[config.mk]
export PLATFORM = sky130hd
export DESIGN_NAME = deserializer_flex
export DESIGN_NICKNAME = d
export VERILOG_FILES = /design/src/rtl/deser_pkg.sv /design/src/rtl/deser_out_hold.sv /design/src/rtl/deserializer_flex.sv
export SDC_FILE = /design/constraint.sdc
export NUM_CORES = 1
export LEC_CHECK = 0
export CAP_MARGIN = 20
export CORE_ASPECT_RATIO = 0.8
export CORE_MARGIN = 2
export CORE_UTILIZATION = 30
export CTS_BUF_LIST = sky130_fd_sc_hd__clkbuf_8 sky130_fd_sc_hd__clkbuf_16
export DETAILED_ROUTE_END_ITERATION = 7
export PLACE_DENSITY = 0.49
export SLEW_MARGIN = 25
export SYNTH_ARGS = -nofsm -noshare
export SYNTH_HDL_FRONTEND = slang
export SYNTH_SLANG_ARGS = --single-unit
[constraint.sdc]
create_clock -name clk_i -period 2.96 [get_ports clk_i]
set_input_delay 0.296 -clock clk_i [delete_from_list [all_inputs] [get_ports clk_i]]
set_output_delay 0.296 -clock clk_i [all_outputs]
set_load 0.1 [all_outputs]
[src/rtl/deser_pkg.sv]
// ============================================================================
// Module      : deser_pkg
// Description : Shared types and helpers for the flexible deserializer.
// Revision    : 1.0 - initial release
// ============================================================================
`default_nettype none

package deser_pkg;

  typedef enum logic {
    LSB_FIRST_E = 1'b0,
    MSB_FIRST_E = 1'b1
  } bit_order_e;

  // Width able to hold any length from 0 up to and including data_w.
  function automatic int calc_len_w(input int data_w);
    return $clog2(data_w + 1);
  endfunction

endpackage

`default_nettype wire

[src/rtl/deser_out_hold.sv]
// ============================================================================
// Module      : deser_out_hold
// Description : One-word valid/ready holding register with drop/overflow flag.
// Revision    : 1.0 - initial release
// ============================================================================
`default_nettype none

module deser_out_hold #(
  parameter int PAYLOAD_W = 21
) (
  input  logic                 clk_i,
  input  logic                 srst_i,
  input  logic                 emit_i,
  input  logic [PAYLOAD_W-1:0] payload_i,
  input  logic                 ready_i,
  output logic [PAYLOAD_W-1:0] payload_o,
  output logic                 val_o,
  output logic                 overflow_o
);

  logic [PAYLOAD_W-1:0] r_payload;
  logic                 r_val;
  logic                 r_ovf;
  logic                 w_load;

  // A held word being accepted this cycle frees the slot for a new one.
  assign w_load = emit_i && (!r_val || ready_i);

  always_ff @(posedge clk_i) begin
    if (srst_i) begin
      r_payload <= '0;
      r_val     <= 1'b0;
      r_ovf     <= 1'b0;
    end else begin
      r_ovf <= emit_i && !w_load;
      if (w_load) begin
        r_payload <= payload_i;
        r_val     <= 1'b1;
      end else if (r_val && ready_i) begin
        r_val <= 1'b0;
      end
    end
  end

  assign payload_o  = r_payload;
  assign val_o      = r_val;
  assign overflow_o = r_ovf;

endmodule

`default_nettype wire

[src/rtl/deserializer_flex.sv]
// ============================================================================
// Module      : deserializer_flex
// Description : Serial-to-parallel collector with flush, bit order select and
//               valid/ready output holding register.
// Revision    : 1.0 - initial release
// ============================================================================
`default_nettype none

module deserializer_flex
  import deser_pkg::*;
#(
  parameter int DATA_W    = 16,
  parameter bit MSB_FIRST = 1'b1,
  parameter int LEN_W     = calc_len_w(DATA_W)
) (
  input  logic              clk_i,
  input  logic              srst_i,
  input  logic              data_i,
  input  logic              data_val_i,
  input  logic              flush_i,
  output logic [DATA_W-1:0] deser_data_o,
  output logic [LEN_W-1:0]  deser_len_o,
  output logic              deser_data_val_o,
  input  logic              deser_data_ready_i,
  output logic              overflow_o
);

  localparam bit_order_e c_order = MSB_FIRST ? MSB_FIRST_E : LSB_FIRST_E;

  logic [LEN_W-1:0]  r_cnt;
  logic [DATA_W-1:0] r_sr;
  logic [DATA_W-1:0] w_sr_in;
  logic              w_full;
  logic              w_flush;
  logic              w_emit;
  logic [LEN_W-1:0]  w_len;

  // w_sr_in is the shift register with the current bit already folded in,
  // so a completing or flushed word always includes this cycle's bit.
  generate
    if (c_order == MSB_FIRST_E) begin : g_msb_first
      always_comb begin
        w_sr_in = r_sr;
        if (data_val_i) begin
          w_sr_in = {r_sr[DATA_W-2:0], data_i};
        end
      end
    end else begin : g_lsb_first
      always_comb begin
        w_sr_in = r_sr;
        if (data_val_i) begin
          for (int i = 0; i < DATA_W; i++) begin
            if (LEN_W'(i) == r_cnt) begin
              w_sr_in[i] = data_i;
            end
          end
        end
      end
    end
  endgenerate

  assign w_full  = data_val_i && (r_cnt == LEN_W'(DATA_W - 1));
  assign w_flush = flush_i && ((r_cnt != '0) || data_val_i);
  assign w_emit  = w_full || w_flush;
  assign w_len   = w_full ? LEN_W'(DATA_W) : (r_cnt + LEN_W'(data_val_i));

  always_ff @(posedge clk_i) begin
    if (srst_i) begin
      r_cnt <= '0;
      r_sr  <= '0;
    end else if (w_emit) begin
      r_cnt <= '0;
      r_sr  <= '0;
    end else if (data_val_i) begin
      r_cnt <= r_cnt + LEN_W'(1);
      r_sr  <= w_sr_in;
    end
  end

  deser_out_hold #(
    .PAYLOAD_W (DATA_W + LEN_W)
  ) u_out_hold (
    .clk_i      (clk_i),
    .srst_i     (srst_i),
    .emit_i     (w_emit),
    .payload_i  ({w_sr_in, w_len}),
    .ready_i    (deser_data_ready_i),
    .payload_o  ({deser_data_o, deser_len_o}),
    .val_o      (deser_data_val_o),
    .overflow_o (overflow_o)
  );

endmodule

`default_nettype wire

==> flow_summary.ini <==
[critical_path]
arrival_ns = 2.40
cp-start-kind = register
crit_fanout = 17
cp-end-kind = register
cp.required_ns = 3.08
worstSetupPathType = reg -> reg

[final_layout]
nets = 207
area_growth_pct = 22.0
drive_gt1_frac = 0.239
fillers = 533
mostFrequentLayoutCells = dfxtp_1, buf_4, nor2_1, a21oi_1, mux2i_1
antennaDiodeCount = 0
layout_commonest_cell = dfxtp_1

[logic_synthesis]
synth_cells = 170
ys.flop_type = dfxtp_1
synth-seq-cells = 44
async_flop_share = 0
ys_types = 29
ys_seq_area_frac = 0.498
synth_warnings = 0
synth_edf_count = 0
synth_area_per_cell_um2 = 10.4
netlist_area_um2 = 1770
synth_fp_nets = 181

[floorplan]
initial_core_util = 0.318
die_w_um = 89.8
row_count = 24
core_area_um2 = 5560
dieArea_um2 = 6530
fp.dieH_um = 72.7
io_pins = 29

[global_route]
antenna_found_initial = 0
grt_pass1_wl_um = 6080
grt_max_degree = 26
grt_pass1_vias = 1252
grt_usage = 0.117
overflow = 0

[timing]
hold_violations = 0
period_minus_slack_ns = 2.28
final-setup-viol-count = 0
slew_violations = 0
fin_skew_ns = 0.0101
clock.fmax_ghz = 0.439
rsz0062_at_grt = false
maxSlewHeadroom = 0.442
finalSetupTns_ns = 0
tightest_slew_ns = 0.837
period_share = 0.769

[drt]
drt-initial-drc-count = 41
drc = 0
wl_um = 3560
dr.pass1.iters = 4
vias = 1256
viasPerCell = 4.57
post_drt_wl_per_cell_um = 12.9
ant_nets = 0

[power]
leakagePower_nw = 0.877
power_per_cell_area_nw_per_um2 = 678
ir_drop_mv = 0.228
total_power_mw = 1.46

[clock_network]
path_clk_slew_ns = 0.08
clkSinkCount = 44
cts_tree = done
clock_path_buffers = 2
cts_resized = 0
htree_levels = 2
cts_buffers = 5
ctsHoldBuffers = 0
post_cts_buffers = 0
root_buffer = clkbuf_8
clock_latency_ns = 0.30

[outcome]
status = complete, no violations

[job]
drv_cap = 0

[place]
place_congestion = 0.730
dp_hpwl_um = 2450
port_buffers = 28

[hold_path]
min-delay-path-class = reg -> reg
==> final cells by class <==
class                           count  area (µm²)  area share
Inverter                            3        11.3     0.00522
Sequential cell                    44         881       0.408
Multi-Input combinational cell    109         800       0.371
Timing Repair Buffer               33         260       0.121
Clock buffer                        5        68.8      0.0319
Clock inverter                      3        38.8      0.0180
Tap cell                           78        97.6      0.0452
==> critical path, stage by stage (launching register included) <==
cell and delay (ns):
dfxtp_1 0.43, ha_1 0.20, and3_1 0.16, ha_1 0.15, o21ai_0 0.10, a21bo_1 0.20
and2_1 0.67, a311oi_1 0.20
==> power by group <==
| group | switching [mW] | internal (mW) |
|---|---|---|
| logic | 0.283 | 0.0915 |
| registers | 0.0179 | 0.622 |
| clock network | 0.200 | 0.247 |
==> synth_stat cells, drive strengths merged, types with 3 or more instances <==
cell / instances / area [µm²]
buf: 5 / 42.5
clkbuf: 9 / 33.8
dfxtp: 44 / 881
a21oi: 20 / 100
xor2: 3 / 26.3
inv: 3 / 11.3
a22o: 3 / 26.3
nor2: 23 / 86.3
ha: 5 / 62.6
a211oi: 17 / 178
mux2i: 17 / 170
xnor2: 3 / 26.3
==> stage by stage <==
step           utilization  setup slack (ns)  cells  area [µm²]  hold WS (ns)
5_1_grt              0.388             0.402    275        2160         0.518
4_1_cts              0.388             0.668    275        2160         0.497
3_5_place_dp         0.369             0.692    267        2050         0.470
2_1_floorplan            -              1.02    170        1770         0.469
6_report             0.388             0.684    275        2160         0.495
3_3_place_gp         0.369             0.796    267        2050         0.472
==> flip-flops by register name, summed over array words and instances, names as in the netlist <==
register and flops:
r_cnt 5, u_out_hold.val_o 1, u_out_hold.overflow_o 1, u_out_hold.payload_o 21
r_sr 16
==> kinds of logic after synthesis <==
logic type      Yosys count  synth area share
buf+inv                  17            0.0495
mux                      17            0.0962
fa+ha+maj                 5            0.0354
flops                    44             0.498
xor+xnor                  6            0.0297
compound gates           45             0.195
simple gates             36            0.0955
==> layer usage <==
layer / up-vias / wire length, µm / GRT usage
li1: 650 / - / -
met1: 572 / 1920 / 0.157
met2: 28 / 1410 / 0.172
met3: 6 / 177 / 0.0486
met4: 0 / 48 / 0.0410
met5: - / 0 / 0
==> final timing paths <==
check,from,to,slack [ns],cells past startpoint
max,r_cnt[1],u_out_hold.payload_o[4],0.68,7
min reg2reg,u_out_hold.payload_o[0],u_out_hold.payload_o[0],0.50,1
min,u_out_hold.payload_o[0],u_out_hold.payload_o[0],0.50,1
max reg2reg,r_cnt[1],u_out_hold.payload_o[4],0.68,7
Power figures use the tool's default switching activity.
